==> src/rtl/io881_pkg.sv <==
// Shared io881 definitions: default pointer-file geometry and delta helpers.
// The helper functions are fixed to the default geometry.
package io881_pkg;

    localparam int WIDTH_DEF  = 12;
    localparam int NREGS_DEF  = 4;
    localparam int DWIDTH_DEF = 4;
    localparam int PSEL_W     = $clog2(NREGS_DEF);

    function automatic logic [WIDTH_DEF-1:0] sext_delta(input logic [DWIDTH_DEF-1:0] delta);
        return WIDTH_DEF'($signed(delta));
    endfunction

    // A carry out on a negative delta means no borrow, hence the XOR with the sign.
    function automatic logic step_wraps(input logic [WIDTH_DEF-1:0] old,
                                        input logic [DWIDTH_DEF-1:0] delta);
        logic [WIDTH_DEF:0] sum;
        sum = {1'b0, old} + {1'b0, sext_delta(delta)};
        return sum[WIDTH_DEF] ^ delta[DWIDTH_DEF-1];
    endfunction

endpackage

==> src/rtl/ptr_regfile_ptr_stepper.sv <==
// Combinational pointer stepper: old + signed delta modulo 2^WIDTH, with wrap flag.
module ptr_stepper #(
    parameter int WIDTH  = 12,
    parameter int DWIDTH = 4
) (
    input  logic [WIDTH-1:0]  old,
    input  logic [DWIDTH-1:0] delta,
    output logic [WIDTH-1:0]  sum,
    output logic              wrap
);
    import io881_pkg::*;

    logic [WIDTH-1:0] ext;
    logic [WIDTH:0]   full;

    assign ext  = WIDTH'($signed(delta));
    assign full = {1'b0, old} + {1'b0, ext};
    assign sum  = full[WIDTH-1:0];
    // Positive delta wraps on carry out, negative delta wraps when there is no carry (borrow).
    assign wrap = full[WIDTH] ^ delta[DWIDTH-1];

endmodule

==> src/rtl/ptr_regfile.sv <==
// Parametrised pointer register file: one write port, two combinational read
// ports and a post-step port with modular wrap reporting.
module ptr_regfile #(
    parameter int WIDTH  = 12,
    parameter int NREGS  = 4,
    parameter int DWIDTH = 4,
    parameter int BYPASS = 0
) (
    input  logic                     clk,
    input  logic                     reset,
    input  logic [WIDTH-1:0]         d,
    input  logic [$clog2(NREGS)-1:0] pselw,
    input  logic                     wep,
    input  logic [$clog2(NREGS)-1:0] psel0,
    input  logic [$clog2(NREGS)-1:0] psel1,
    output logic [WIDTH-1:0]         qp0,
    output logic [WIDTH-1:0]         qp1,
    input  logic [$clog2(NREGS)-1:0] stepsel,
    input  logic                     step,
    input  logic [DWIDTH-1:0]        delta,
    output logic                     wrap,
    output logic [NREGS-1:0]         busy_reg
);
    import io881_pkg::*;

    logic [WIDTH-1:0] regs [NREGS];
    logic [WIDTH-1:0] step_sum;
    logic             step_wrap;
    logic             collide;

    ptr_stepper #(
        .WIDTH  (WIDTH),
        .DWIDTH (DWIDTH)
    ) u_stepper (
        .old   (regs[stepsel]),
        .delta (delta),
        .sum   (step_sum),
        .wrap  (step_wrap)
    );

    assign collide = wep && (pselw == stepsel);

    always_ff @(posedge clk) begin
        if (reset) begin
            for (int i = 0; i < NREGS; i++) begin
                regs[i] <= '0;
            end
            wrap     <= 1'b0;
            busy_reg <= '0;
        end else begin
            busy_reg <= '0;
            // A write to the stepped register wins; the discarded step still clears wrap.
            if (step) begin
                if (collide) begin
                    wrap <= 1'b0;
                end else begin
                    regs[stepsel]     <= step_sum;
                    wrap              <= step_wrap;
                    busy_reg[stepsel] <= 1'b1;
                end
            end
            if (wep) begin
                regs[pselw]     <= d;
                busy_reg[pselw] <= 1'b1;
            end
        end
    end

    always_comb begin
        qp0 = regs[psel0];
        qp1 = regs[psel1];
        if (BYPASS != 0 && wep) begin
            if (psel0 == pselw) qp0 = d;
            if (psel1 == pselw) qp1 = d;
        end
    end

endmodule

==> config.mk <==
export PLATFORM = sky130hd
export DESIGN_NAME = ptr_regfile
export DESIGN_NICKNAME = d
export VERILOG_FILES = /design/src/rtl/io881_pkg.sv /design/src/rtl/ptr_regfile_ptr_stepper.sv /design/src/rtl/ptr_regfile.sv
export SDC_FILE = /design/constraint.sdc
export NUM_CORES = 1
export LEC_CHECK = 0
export BUFFER_PORTS_ARGS = -buffer_cell sky130_fd_sc_hd__buf_2
export CAP_MARGIN = 20
export CORE_AREA = 2 2 109 111
export DETAILED_ROUTE_END_ITERATION = 6
export DIE_AREA = 0 0 111 113
export PLACE_DENSITY = 0.62
export SLEW_MARGIN = 10
export SYNTH_ARGS = -nofsm -noshare
export SYNTH_HDL_FRONTEND = slang
export SYNTH_HIERARCHICAL = 1
export SYNTH_SLANG_ARGS = --single-unit
==> constraint.sdc <==
create_clock -name clk -period 3.7 [get_ports clk]
set_clock_uncertainty 0.15 [all_clocks]
set_input_delay 0.185 -clock clk [delete_from_list [all_inputs] [get_ports clk]]
set_output_delay 0.185 -clock clk [all_outputs]
set_load 0.1 [all_outputs]
==> flow_metrics.tcl <==
set metrics [dict create \
    run_status "finished clean" \
    finalSetupViolCount 0 \
    port_buffers 56 \
    hpwlAfterDp_um 7430 \
    p_sw_mw 0.785 \
    ys_ff_latch 53 \
    async_reset_ff_share_pct 0 \
    hold_viol 0 \
    worstSkewPairLatency_ns 0.29 \
    fmax_ghz 0.314 \
    path_class "flop to flop" \
    synth_most_common_cell "nand2_1" \
    ys_warn_count 6 \
    grt_max_degree 27 \
    clk_pin_slew_ns 0.07 \
    synth_area_leaders "edfxtp_1 (37%), mux4_2 (21%), nand2_1 (6.2%), ha_1 (3.8%), o31ai_2 (3.2%)" \
    ys.flop_type "edfxtp_1" \
    syn_area_mm2 0.00391 \
    grt_overflow 0 \
    synth_edf_count 48 \
    max-clock-path-buffers 2 \
    via_count 2933 \
    power_mw 1.98 \
    finalSetupTns_ns 0 \
    cpMaxStageDelayCell "mux4_2" \
    cts_setup_buffers 0 \
    die_h_um 113 \
    antenna_found_initial 0 \
    rows 39 \
    cp_num_cells 10 \
    tightest_slew_ns 0.962 \
    drive_above_1_share_pct 37.8 \
    synth_area_leader_cell "edfxtp_1" \
    syn_to_final_growth_pct 13.0 \
    critical_path_arrival_ns 3.16 \
    power_leakage_nw 1.64 \
    gp_congestion 0.925 \
    routed_wl_um 10600 \
    vdd_ir_drop_max_mv 0.196 \
    largest_reg_flops 48 \
    crit_path_max_fanout 4 \
    drt_iter0_markers 177 \
    whs_path_depth 2 \
    die_x_um 111 \
    die_area_mm2 0.0125 \
    netlist.area_leader.share_pct 36.9 \
    p_clk_share_pct 22.7 \
    internal-power_mw 1.19 \
    path_buf_inv 0 \
    power_density_mw_per_mm2 448 \
    cts_buffers 5 \
    initial_core_util_pct 34.7 \
    use_met2_pct 30.7 \
    max_slew_margin_pct 35.8 \
    critPathRequiredTime_ns 3.68 \
    use_met3_pct 2.14 \
    layout.nets 408 \
    top_usage_layer "met2" \
    slowest_delay_ns 0.48 \
    htree_num_levels 2 \
    io_pins 57 \
    antenna_cells 0 \
    drc 0 \
    swShare_pct 39.7 \
    syn_area_per_cell_um2 12.3 \
    grt_first_pass_wirelength_um 16400 \
    slew_viol_final 0 \
    cts_root_buffer "clkbuf_16" \
    place_area_mm2 0.00428 \
    cts_tree "yes" \
    first_global_vias 3000 \
    grt_util_met1_pct 21.4 \
    crit_path_end_kind "flop" \
    vias_per_cell 5.74 \
    max_cap_viol_count 0 \
    comb_power_share_pct 39.5 \
    fin_area_mm2 0.00442 \
    final_antenna_net_count 0 \
    clock_sinks 53 \
    critPathTopFamily "compound AO/OA/AOI/OAI gates" \
    rsz0062_at_grt "no" \
    period_share_pct 86.0 \
    yosysUniqueCellTypes 44 \
    crit_path_cell_trace "mux4_2, ha_1, fa_1, a211oi_2, o21ai_1, a31o_1, a21oi_2, xnor2_1, nand2_1, o31ai_2" \
    fin_crit_ns 3.18 \
    wl_per_cell_um 20.6 \
    ctsResizeCount 0 \
    dr.pass1.iters 5 \
    hp-class "input port to flop" \
    setup_ws_ns 0.520 \
    p_seq_share_pct 37.8 \
    synth_fp_nets 358 \
    cts_hold_buf 0 \
    ys_seq_area_share_pct 39.4 \
    synthesis.instances 317 \
    critPathLaunchType "flop" \
    synth_top_cells_by_count "nand2_1 (65), edfxtp_1 (48), mux4_2 (36)" \
    pre_cts_ws_ns 0.454 \
    core_mm2 0.0113 \
    r2r_cells 10 \
    grt_usage_pct 16.9 \
]
## routing by layer
layer,vias to the layer above,part of all wire (%)
met5,-,0
met4,0,1.1
met3,9,5.9
met2,121,52
met1,1467,41
li1,1336,-
## cells by family (layout without fill, tap and decap cells)
family	after synthesis	count (layout)	share of synthesized area, %
AND/OR/NAND/NOR	92	92	11.7
buffers and inverters	27	78	4.55
AO/OA/AOI/OAI	83	83	15.9
multiplexers	36	36	20.7
XOR/XNOR	13	13	3.30
flip-flops	53	53	39.4
adder cells (fa/ha/maj)	13	13	4.35
## path summary, 6_finish.rpt
path / startpoint / to / slack (ns)
worst max register to register: regs[3][0]$_DFFE_PP_ / regs[3][10]$_DFFE_PP_ / 0.52
worst min register to register: wrap$_SDFFE_PP0P_ / wrap$_SDFFE_PP0P_ / 0.33
worst max-delay path: regs[3][0]$_DFFE_PP_ / regs[3][10]$_DFFE_PP_ / 0.52
worst min-delay path: step / wrap$_SDFFE_PP0P_ / 0.06
## layout by cell type, fill, tap and decap left out, types with 4 or more instances in the layout
cell type	Yosys	layout
nand2_1	65	65
buf_2	7	56
edfxtp_1	48	48
mux4_2	36	36
o21ai_1	20	20
o21ai_0	14	14
ha_1	12	12
o31ai_2	10	10
buf_4	8	9
o21ai_2	8	8
xnor2_1	8	8
a21oi_1	7	7
nor2_1	6	6
o21bai_1	5	5
dfxtp_1	5	5
clkbuf_16	0	5
nand3_1	4	4
## metrics by stage
step / hold slack, ns / cells / util (%)
6_report: 0.0605 / 511 / 39.2
5_1_grt: 0.0776 / 511 / 39.2
4_1_cts: 0.0631 / 511 / 39.2
3_5_place_dp: 0.324 / 503 / 37.9
3_3_place_gp: 0.315 / 503 / 37.9
2_1_floorplan: 0.150 / 317 / -
## final cells by class
| cell class | instances | area (um2) |
|---|---|---|
| tap | 143 | 179 |
| fill | 1090 | 6860 |
| inverter | 5 | 18.8 |
| sequential | 53 | 1540 |
| clock buffer | 7 | 133 |
| multi-input combinational | 237 | 2190 |
| clock inverter | 1 | 7.51 |
| timing repair buffer | 65 | 348 |
## power groups by stage
stage          clock (mW)  sequential, mW  combinational (mW)
2_1_floorplan           0           0.773               0.617
3_3_place_gp            0           0.759               0.775
6_report            0.449           0.748               0.781
5_1_grt             0.474           0.755               0.826
4_1_cts             0.453           0.748               0.782
3_5_place_dp            0           0.761               0.780
## worst register-to-register path: cells and delay by family (launching register included)
family / cells / cell delay (ns)
simple gates: 1 / 0.14
compound gates: 5 / 1.03
mux: 1 / 0.48
xor+xnor: 1 / 0.13
flops: 1 / 0.42
fa+ha+maj: 2 / 0.67
No activity file was read; power rests on OpenSTA's default activity.
